**src/rtl/des_key_pkg.sv**
```systemverilog
// Shared constants, permutation helpers and FSM encoding for the iterative DES key schedule.
// Bit order everywhere: the MSB of a vector carries DES bit 1.
package des_key_pkg;

    localparam int ROUNDS = 16;
    localparam int KEY_W  = 64;
    localparam int SK_W   = 48;
    localparam int CD_W   = 28;
    localparam logic [3:0] LAST_IDX = 4'(ROUNDS - 1);

    typedef enum logic [1:0] {
        ST_IDLE = 2'd0,
        ST_RUN  = 2'd1,
        ST_DONE = 2'd2
    } state_t;

    localparam logic [6:0] PC1_TAB [0:55] = '{
        7'd57, 7'd49, 7'd41, 7'd33, 7'd25, 7'd17, 7'd9,
        7'd1,  7'd58, 7'd50, 7'd42, 7'd34, 7'd26, 7'd18,
        7'd10, 7'd2,  7'd59, 7'd51, 7'd43, 7'd35, 7'd27,
        7'd19, 7'd11, 7'd3,  7'd60, 7'd52, 7'd44, 7'd36,
        7'd63, 7'd55, 7'd47, 7'd39, 7'd31, 7'd23, 7'd15,
        7'd7,  7'd62, 7'd54, 7'd46, 7'd38, 7'd30, 7'd22,
        7'd14, 7'd6,  7'd61, 7'd53, 7'd45, 7'd37, 7'd29,
        7'd21, 7'd13, 7'd5,  7'd28, 7'd20, 7'd12, 7'd4
    };

    localparam logic [5:0] PC2_TAB [0:47] = '{
        6'd14, 6'd17, 6'd11, 6'd24, 6'd1,  6'd5,
        6'd3,  6'd28, 6'd15, 6'd6,  6'd21, 6'd10,
        6'd23, 6'd19, 6'd12, 6'd4,  6'd26, 6'd8,
        6'd16, 6'd7,  6'd27, 6'd20, 6'd13, 6'd2,
        6'd41, 6'd52, 6'd31, 6'd37, 6'd47, 6'd55,
        6'd30, 6'd40, 6'd51, 6'd45, 6'd33, 6'd48,
        6'd44, 6'd49, 6'd39, 6'd56, 6'd34, 6'd53,
        6'd46, 6'd42, 6'd50, 6'd36, 6'd29, 6'd32
    };

    // Shift amount of round idx+1: returns 1 for a two-position rotate, 0 for one position.
    function automatic logic shift_two(input logic [3:0] idx);
        logic two;
        case (idx)
            4'd0, 4'd1, 4'd8, 4'd15: two = 1'b0;
            default:                 two = 1'b1;
        endcase
        return two;
    endfunction

    function automatic logic [55:0] pc1(input logic [KEY_W-1:0] k);
        logic [55:0] cd;
        cd = '0;
        for (int j = 0; j < 56; j++) begin
            cd[6'(55 - j)] = k[6'(7'd64 - PC1_TAB[6'(j)])];
        end
        return cd;
    endfunction

    function automatic logic [SK_W-1:0] pc2(input logic [55:0] cd);
        logic [SK_W-1:0] sk;
        sk = '0;
        for (int j = 0; j < SK_W; j++) begin
            sk[6'(47 - j)] = cd[6'd56 - PC2_TAB[6'(j)]];
        end
        return sk;
    endfunction

endpackage

```
**src/rtl/des_cd_rotate.sv**
```systemverilog
// Combinational 28+28-bit circular rotator for the C and D halves (1 or 2 positions, either way).
module des_cd_rotate
    import des_key_pkg::*;
(
    input  logic [CD_W-1:0] c,
    input  logic [CD_W-1:0] d,
    input  logic            two,
    input  logic            right,
    output logic [CD_W-1:0] c_rot,
    output logic [CD_W-1:0] d_rot
);

    // Left moves the MSB (DES bit 1) around to the LSB; right is the inverse.
    function automatic logic [CD_W-1:0] rot28(input logic [CD_W-1:0] v, input logic amt2,
                                              input logic dir_right);
        logic [CD_W-1:0] r;
        case ({dir_right, amt2})
            2'b00:   r = {v[26:0], v[27]};
            2'b01:   r = {v[25:0], v[27:26]};
            2'b10:   r = {v[0], v[27:1]};
            2'b11:   r = {v[1:0], v[27:2]};
            default: r = v;
        endcase
        return r;
    endfunction

    assign c_rot = rot28(c, two, right);
    assign d_rot = rot28(d, two, right);

endmodule

```
**src/rtl/des_key_sequencer.sv**
```systemverilog
// Iterative DES key-schedule controller: one C/D register pair and one shared rotator
// hand out K1..K16 (encrypt) or K16..K1 (decrypt) over a valid/ready handshake.
module des_key_sequencer
    import des_key_pkg::*;
(
    input  logic            clk,
    input  logic            rst_n,
    input  logic            start,
    input  logic            select,
    input  logic [KEY_W-1:0] key,
    input  logic            abort,
    output logic            sk_valid,
    input  logic            sk_ready,
    output logic [SK_W-1:0] sk_data,
    output logic [3:0]      sk_round,
    output logic            busy,
    output logic            done
);

    state_t          state_r, state_s;
    logic            mode_r, mode_s;
    logic [3:0]      count_r, count_s;
    logic [CD_W-1:0] c_r, c_s, d_r, d_s;
    logic            valid_r, busy_r, done_r;
    logic [55:0]     key_cd_s;
    logic [3:0]      next_idx_s;
    logic [CD_W-1:0] rot_c_s, rot_d_s, c_rot_s, d_rot_s;
    logic            rot_two_s, rot_right_s;

    assign key_cd_s = pc1(key);

    // Decrypt walks the table backwards, so its next shift comes from the far end.
    assign next_idx_s = mode_r ? (LAST_IDX - count_r) : (count_r + 4'd1);

    // Rotator source: the fresh PC1 image while idle, the live C/D pair otherwise.
    always_comb begin
        if (state_r == ST_IDLE) begin
            rot_c_s     = key_cd_s[55:28];
            rot_d_s     = key_cd_s[27:0];
            rot_two_s   = 1'b0;
            rot_right_s = 1'b0;
        end else begin
            rot_c_s     = c_r;
            rot_d_s     = d_r;
            rot_two_s   = shift_two(next_idx_s);
            rot_right_s = mode_r;
        end
    end

    des_cd_rotate u_rotate (
        .c     (rot_c_s),
        .d     (rot_d_s),
        .two   (rot_two_s),
        .right (rot_right_s),
        .c_rot (c_rot_s),
        .d_rot (d_rot_s)
    );

    // Next-state and datapath update; abort overrides start and any handshake.
    always_comb begin
        state_s = state_r;
        mode_s  = mode_r;
        count_s = count_r;
        c_s     = c_r;
        d_s     = d_r;
        if (abort) begin
            state_s = ST_IDLE;
        end else begin
            case (state_r)
                ST_IDLE: begin
                    if (start) begin
                        state_s = ST_RUN;
                        mode_s  = select;
                        count_s = 4'd0;
                        // Decrypt starts from C16/D16, which equals C0/D0 after 28 total shifts.
                        if (select) begin
                            c_s = key_cd_s[55:28];
                            d_s = key_cd_s[27:0];
                        end else begin
                            c_s = c_rot_s;
                            d_s = d_rot_s;
                        end
                    end else begin
                        state_s = ST_IDLE;
                    end
                end
                ST_RUN: begin
                    if (sk_ready) begin
                        if (count_r == LAST_IDX) begin
                            state_s = ST_DONE;
                        end else begin
                            count_s = count_r + 4'd1;
                            c_s     = c_rot_s;
                            d_s     = d_rot_s;
                        end
                    end else begin
                        state_s = ST_RUN;
                    end
                end
                ST_DONE: state_s = ST_IDLE;
                default: state_s = ST_IDLE;
            endcase
        end
    end

    // State, key-schedule registers and registered status outputs.
    always_ff @(posedge clk or negedge rst_n) begin
        if (!rst_n) begin
            state_r <= ST_IDLE;
            mode_r  <= 1'b0;
            count_r <= 4'd0;
            c_r     <= '0;
            d_r     <= '0;
            valid_r <= 1'b0;
            busy_r  <= 1'b0;
            done_r  <= 1'b0;
        end else begin
            state_r <= state_s;
            mode_r  <= mode_s;
            count_r <= count_s;
            c_r     <= c_s;
            d_r     <= d_s;
            valid_r <= (state_s == ST_RUN);
            busy_r  <= (state_s == ST_RUN);
            done_r  <= (state_s == ST_DONE);
        end
    end

    assign sk_valid = valid_r;
    assign busy     = busy_r;
    assign done     = done_r;
    assign sk_data  = valid_r ? pc2({c_r, d_r}) : '0;
    assign sk_round = valid_r ? (mode_r ? (LAST_IDX - count_r) : count_r) : 4'd0;

endmodule

```
**config.mk**
```make
export PLATFORM = sky130hd
export DESIGN_NAME = des_key_sequencer
export DESIGN_NICKNAME = d
export VERILOG_FILES = /design/src/rtl/des_key_pkg.sv /design/src/rtl/des_cd_rotate.sv /design/src/rtl/des_key_sequencer.sv
export SDC_FILE = /design/constraint.sdc
export NUM_CORES = 1
export LEC_CHECK = 0
export ABC_AREA = 1
export BUFFER_PORTS_ARGS = -buffer_cell sky130_fd_sc_hd__buf_2
export CAP_MARGIN = 20
export CORE_MARGIN = 2
export CORE_UTILIZATION = 23
export CTS_CLUSTER_SIZE = 12
export DETAILED_ROUTE_END_ITERATION = 10
export GPL_ROUTABILITY_DRIVEN = 0
export PLACE_DENSITY_LB_ADDON = 0.12
export SLEW_MARGIN = 10
export SYNTH_ARGS = -nofsm -noshare
export SYNTH_HDL_FRONTEND = slang
export SYNTH_SLANG_ARGS = --single-unit
```
**constraint.sdc**
```tcl
create_clock -name clk -period 3.23 [get_ports clk]
set_input_delay 0.969 -clock clk [delete_from_list [all_inputs] [get_ports clk]]
set_output_delay 0.969 -clock clk [all_outputs]
set_load 0.01 [all_outputs]
```
Word level (Yosys, flattened, before mapping)
Cells that the tools add are included.
Storage, ports and cells
  flip-flop bits (word level): 65
Cells by class
  add/sub/neg operators: 2
  equality and inequality tests: 13
  mux-type cells: 30
  bitwise gates (word level): 1
  reduce and logical (&&, ||, !) cells: 7
Operators with widths (number)
  28-bit 2-to-1 mux: 10
  28-bit one-hot mux with 4 select lines: 2
  28-bit one-hot mux with 2 select lines: 2
  32-bit 2-to-1 mux: 1
  4-bit 2-to-1 mux: 6
  4-bit == test (second input constant): 3
  4-bit one-hot mux with 2 select lines: 1
  2-bit by 1-bit == test with 1-bit output (second input constant): 3
  2-bit == test (second input constant): 3
  2-bit 2-to-1 mux: 3
  2-bit != test (second input constant): 3
  5-bit AND reduction: 1
  4-bit by 1-bit adder with 4-bit output (second input constant): 1
  4-bit by 1-bit == test with 1-bit output (second input constant): 1
  2-bit zero test: 2
  4-bit zero test: 1
  1-bit 2-to-1 mux: 4
  2-bit one-hot mux with 2 select lines: 1
  4-bit OR reduction: 1
  4-bit subtractor (first input constant): 1
  3-bit AND reduction: 1
  2-bit nonzero test: 1
  1-bit inverter: 1

Logic depth before layout (Yosys ltp)
Gate-level depths: netlist of the first run.
  depth in word-level cells: 11
  mapped depth: 20

Modules after synthesis
Synthesis of the first run repeated with hierarchy kept, for this count alone.
Second synthesis, totals
  cells, all modules: 831
  area, all modules: 5380.2 um^2
By module, submodules not included
  des_key_sequencer: instances 1, cells each 496, area an instance 3709.8 um^2, sequential area each 1626.6 um^2
  des_cd_rotate: instances 1, cells each 335, area an instance 1670.4 um^2, sequential area each 0.0 um^2

Worst setup path after synthesis of the first run
Ideal clock, no wire load.
  path kind: register to output
  start: register mode_r
  end: output port sk_round[0]
  arrival: 1.316 ns
  data required time: 2.261 ns
  path slack: 0.945 ns
  cell stages (with the launch flop): 7
  cells stage by stage: dfrtp_1 buf_6 inv_2 buf_1 ha_1 nand2_1 inv_1
On the way
  longest elaborated chain between the ends: 2
Ends and longest elaborated chain
  start, declared: RTL line des_key_sequencer.sv:21  | logic mode_r, mode_s;
  start signal, assigned: RTL line des_key_sequencer.sv:119  | mode_r <= mode_s;
  4-bit 2-to-1 mux (2 in series): RTL line des_key_sequencer.sv:133  | assign sk_round = valid_r ? (mode_r ? (LAST_IDX - count_r) : count_r) : 4'd0;
  end, declared: RTL line des_key_sequencer.sv:15  | output logic [3:0] sk_round,
Every way passes these cells.

Final worst setup path of the first run
  start: register mode_r
  end: output port sk_round[3]
Same word-level chain as after synthesis.

==> flow_summary_export.csv, run 1 <==
group,metric,value,unit
outcome,status,"completed",
cells_and_area,nFillCells,2756,
synthesis,yosys.area_share.adder,0.006951,
synthesis,synth-seq-cells,65,
cts,cts_resized,0,
synthesis,synth_xor_area_frac,0,
critical_path,worstReg2RegStart,"mode_r",
sta,slew_headroom,0.5302,
die,rows,56,
synthesis,synthMuxAreaShare,0,
detailed_routing,via_count,5181,
synthesis,ys_types,29,
cts,cts_setup_buffers,0,
job,drv_cap,0,
cells_and_area,drive_above_1_share,0.09062,
power_and_ir_drop,ir_worst_vdd,0.2439,mV
sta,final_hold_viol_count,0,
cells_and_area,syn_to_final_growth,11.82,%
critical_path,ff2ff_path_depth,12,
synthesis,synth_warnings,0,
critical_path,critPathTopFamily,"buffers and inverters",
synthesis,syn_inst,918,
critical_path,required,2260,ps
sta,setup_viol,0,
global_routing,grt_use_total,0.1377,
placed_design,dp_hpwl,10840,um
synthesis,synth_area,5400,sq um
synthesis,async_flop_share,1.000,
placed_design,place_area,5774,sq um
critical_path,cp-startpoint,"mode_r",
cts,hold_buffers,0,
sta,fin_setup_tns,0,ps
critical_path,r2r_slack,740,ps
detailed_routing,drc_errors,0,
critical_path,cp.arrival,1600,ps
min_path,hold_depth,2,
power_and_ir_drop,cellPowerDensity,538.5,nW/um^2
global_routing,grt_pass1_vias,5088,
die,core,23260,sq um
synthesis,synth_top_family_by_area,"simple AND/OR/NAND/NOR gates",
critical_path,worstSetupPathType,"reg2out",
synthesis,synth_simple_gate_area_share,0.4210,
synthesis,synth.top_cell.area_share,0.3012,
synthesis,synth-compound-area-share,0.07368,
cts,cts_tree,"done",
synthesis,yosysMostFrequentCell,"nand2_1",
global_routing,grt_first_pass_wirelength,26790,um
die,dieArea,24720,sq um
die,pin_count,125,
die,die_w,157.2,um
sta,fin_skew,6.158,ps
cts,clock_sinks,65,
synthesis,synth_common_cells,"379 x nand2_1, 142 x inv_1, 80 x nor2_1, 65 x dfrtp_1, 49 x nand4_1",
placed_design,portBuffers,36,
sta,slew_violations,0,
global_routing,antenna_found_initial,0,
synthesis,synth_area_leaders,"dfrtp_1 30%, nand2_1 26%, inv_1 9.9%",
cells_and_area,final_area,6038,sq um
cts,h-tree-depth,3,
cells_and_area,nNetsFinal,1008,
min_path,min_to,"d_r[27]",
detailed_routing,wl,16230,um
critical_path,r2r-end,"d_r[19]",
synthesis,post-synth-top-area-cell,"dfrtp_1",
synthesis,synth_edf_count,0,
critical_path,crit_fanout,29,
critical_path,critPathBufInv,3,
sta,rsz0062_at_grt,"no",
cts,path_clk_slew,60,ps
cts,root_buffer,"clkbuf_16",
synthesis,yosysSeqAreaShare,0.3012,
sta,fmax,388.9,MHz
cts,numCtsBuffers,9,
cts,clockBufferDepth,2,
global_routing,grt_start_max_net_pins,63,
sta,tightest_slew,704.7,ps
critical_path,end_kind,"output port",
global_routing,grt-ovfl-total,0,
min_path,worstHoldStart,"d_r[27]",
cts,insertion_delay,340,ps
min_path,hold_path.class,"reg2reg",
critical_path,cp-start-kind,"register",
power_and_ir_drop,p_leak,3.298,nW
die,initial_core_util,0.2321,
detailed_routing,routedWlPerCell,12.91,um
synthesis,synth_flop_cell,"dfrtp_1",
sta,period_needed,2571,ps
detailed_routing,antenna_left,0,
detailed_routing,firstDrtPassIters,6,
detailed_routing,dr.first_iter.drc_count,242,
sta,period_share,0.7961,
critical_path,path_cells,"inv_2, buf_4, nand2_1, a21boi_0, buf_2",
critical_path,cp_slowest_cell,"dfrtp_1",
detailed_routing,avgViaCountPerCell,4.122,
synthesis,syn_avg_cell_area,5.883,sq um
cells_and_area,antennaDiodeCount,0,
critical_path,slowest_delay,440,ps
die,die_h,157.2,um
==> tightest hold or removal path, delay by kind of cell, from the launching register on <==
kind             cells  cell delay [ps]
DFF                  1              340
and+or+nand+nor      2              100
==> logic make-up (layout without fill, tap and decap cells) <==
kind of cell / count (synthesis) / count (layout)
simple gates: 546 / 546
fa+ha+maj: 3 / 3
buf+inv: 229 / 218
other cells: 1 / 32
flops: 65 / 65
compound gates: 74 / 74
==> sequential cells by signal, summed over array words and instances, names as in the netlist <==
name,cells
busy,1
mode_r,1
d_r,28
c_r,28
done,1
count_r,4
state_r,2
==> cell type report <==
type	count	area (sq um)	share of cell area
well taps	319	399.1	0.06610
inverters	151	566.8	0.09387
clock buffers	14	264.0	0.04372
flip-flops and latches	65	1627	0.2694
multi-input cells	655	2834	0.4693
repair buffers	53	347.8	0.05760
==> metal layers <==
metal	up-vias	part of all wire	global-route usage	wire length (um)
li1	2761	-	-	-
met1	2352	0.48	0.1785	7862
met2	53	0.48	0.2356	7772
met3	15	0.022	0.02395	360
met4	0	0.014	0.03723	234
met5	-	0	0	0
==> through the flow <==
step	cells	power (mW)	hold WS (ps)	util	setup slack [ps]
floorplan	949	2.039	443.7	-	944.6
detailed placement	1243	2.353	460.4	0.2482	389.3
global placement	1243	2.358	460.2	0.2482	388.0
CTS	1257	3.334	477.4	0.2596	602.3
finish	1257	3.252	474.9	0.2596	658.5
global route	1257	3.546	509.3	0.2596	491.5
==> worst max path at each step <==
| stage | cells after the start | end |
|---|---|---|
| after CTS | 5 | sk_round[3] |
| after global routing | 15 | d_r[18] |
| after detailed placement | 11 | c_r[24] |
| final | 5 | sk_round[3] |
| after global placement | 11 | d_r[22] |
| after floorplan | 6 | sk_round[0] |
==> placed cells by master (no fill, tap or decap), types with 2 or more instances in the layout <==
| master | n |
|---|---|
| o31ai_1 | 2 |
| buf_12 | 3 |
| o21ai_1 | 44 |
| o22ai_1 | 2 |
| clkbuf_8 | 2 |
| clkbuf_16 | 9 |
| buf_4 | 15 |
| nand4_1 | 49 |
| o21ai_0 | 12 |
| clkbuf_1 | 3 |
| nor2_1 | 80 |
| a21oi_1 | 11 |
| nand3_4 | 2 |
| inv_1 | 142 |
| nor2_4 | 3 |
| inv_2 | 9 |
| ha_1 | 3 |
| nand2_2 | 3 |
| dfrtp_1 | 65 |
| nand2_1 | 379 |
| buf_2 | 35 |
| conb_1 | 32 |
| nand3_1 | 25 |
| nor4_1 | 2 |
==> power by group <==
group / total, mW / internal, mW / switching, mW
combinational: 1.14 / 0.375 / 0.766
clock: 0.936 / 0.555 / 0.381
sequential: 1.18 / 1.01 / 0.170
total: 3.25 / 1.94 / 1.32
Note: power is estimated with default switching activity, not from simulation.
==> run 2: changes to the inputs <==
- clock period: 3.23 -> 2.1 ns (I/O delays scaled with it)
==> flow_summary_export.csv, run 2 (synthesis results as in run 1) <==
group,metric,value,unit
critical_path,cp-start-kind,"register",
placed_design,dp_hpwl,11110,um
detailed_routing,dr.first_iter.drc_count,250,
cells_and_area,fin_util,0.2885,
cts,numCtsBuffers,9,
critical_path,worstReg2RegStart,"count_r[0]",
global_routing,grt-busiest-layer,"met2",
global_routing,grt_first_pass_wirelength,27190,um
global_routing,grt_use_met3,0.02313,
sta,period_share,1.006,
cells_and_area,drive_above_1_share,0.1579,
critical_path,cp-startpoint,"count_r[0]",
power_and_ir_drop,p_leak,3.591,nW
detailed_routing,avgViaCountPerCell,4.178,
outcome,violations,"negative setup slack",
job,drv_cap,0,
sta,fmax,473.3,MHz
cells_and_area,reg_top3,"c_r (28), d_r (28), count_r (4)",
cells_and_area,ff_latch_area,1629,sq um
power_and_ir_drop,ir_worst_vdd,0.3942,mV
cells_and_area,multi_input_comb_area,2982,sq um
sta,setup_viol,7,
cells_and_area,fin_cells,1288,
critical_path,r2r_slack,-10,ps
critical_path,cp.arrival,2400,ps
outcome,status,"finished with violations",
power_and_ir_drop,total_power,5.451,mW
global_routing,grt_util_met1,0.1789,
sta,fin_skew,5.480,ps
cts,h-tree-depth,3,
critical_path,required,2380,ps
power_and_ir_drop,cellPowerDensity,812.2,nW/um^2
cells_and_area,syn_to_final_growth,24.28,%
cts,path_clk_slew,60,ps
die,rows,56,
placed_design,place_inst,1258,
die,die_w,157.2,um
cts,insertion_delay,350,ps
detailed_routing,via_count,5381,
detailed_routing,firstDrtPassIters,5,
detailed_routing,antenna_left,0,
cells_and_area,layout_common_cells,"358 x nand2_1, 138 x inv_1, 77 x nor2_1",
cts,cts_tree,"done",
die,pin_count,125,
global_routing,antenna_found_initial,0,
global_routing,grt-ovfl-total,0,
sta,setup_slack,-12.77,ps
placed_design,pre_cts_ws,3.666,ps
critical_path,crit_fanout,6,
global_routing,grt_start_max_net_pins,49,
cells_and_area,nFillCells,2678,
cells_and_area,nNetsFinal,1037,
sta,period_needed,2113,ps
detailed_routing,drc_errors,0,
cts,clock_sinks,65,
cells_and_area,final_area,6711,sq um
sta,slew_violations,0,
sta,final_hold_viol_count,0,
critical_path,worstSetupPathType,"reg2reg",
die,dieArea,24720,sq um
sta,fin_setup_tns,-43.79,ps
die,die_h,157.2,um
die,core,23260,sq um
cells_and_area,antennaDiodeCount,0,
cells_and_area,final_common_cell,"nand2_1",
global_routing,grt_use_total,0.1395,
placed_design,portBuffers,36,
cts,clockBufferDepth,2,
sta,hold_ws,122.0,ps
sta,rsz0062_at_grt,"yes",
global_routing,grt_pass1_vias,5173,
detailed_routing,routedWlPerCell,13.81,um
min_path,hold_path.class,"in2async",
detailed_routing,wl,17790,um
cts,root_buffer,"clkbuf_16",
placed_design,place_area,6007,sq um
global_routing,met2_usage,0.2456,
die,initial_core_util,0.2321,
critical_path,end_kind,"register",
[run 2: cell types whose count changed in the layout (fill, tap and decap cells not counted), sizes merged]
cell    previous run  this run
buf               53        75
clkbuf            14        20
clkinv             0         3
[run 2: worst max-delay path, stage by stage (launching register included)]
cell and delay (ps):
dfrtp_2 440, ha_4 240, o21ai_4 160, nor2_1 60, nand3_1 60, nand2_1 60, nand2_2 130, nand3_4 140
nor2_4 190, buf_12 160, clkbuf_16 170, nand2_4 40, nand3_2 80, nand3_2 50, nand2_1 60
[run 2: final timing paths]
check,to,cells after the start
max in group asynchronous,d_r[19],2
hold reg to reg,c_r[0],2
setup / recovery,d_r[1],14
setup reg to reg,d_r[1],14
min in group clk,c_r[0],2
hold / removal,c_r[17],1
[run 2: layer usage]
metal,part of all wire,routed length (um),vias to the layer above
li1,-,-,2835
met1,0.47,8408,2470
met2,0.49,8794,64
met3,0.025,436,12
met4,0.0083,148,0
met5,0,0,-
[run 2: timing repair]
| item | in CTS | in global routing |
|---|---|---|
| hold buffers | 0 | 0 |
| setup endpoints to repair | 12 | 60 |
| gates resized for setup | 0 | 54 |
| pin swaps | 0 | 68 |
| gates cloned | 0 | 10 |
| buffers inserted | 0 | 4 |
[run 2: power breakdown]
part,leakage (nW),total (mW),internal [mW],switching [mW]
registers,0.859,1.81,1.55,0.259
logic,2.59,2.15,0.831,1.32
clock network,0.139,1.49,0.860,0.632
total,3.59,5.45,3.24,2.21
[run 2: cell type report]
| class | instances | area share |
|---|---|---|
| Inverter | 151 | 0.08632 |
| Sequential cell | 65 | 0.2427 |
| Clock buffer | 13 | 0.03878 |
| Timing Repair Buffer | 82 | 0.1262 |
| Tap cell | 319 | 0.05947 |
| Clock inverter | 3 | 0.002237 |
| Multi-Input combinational cell | 655 | 0.4443 |
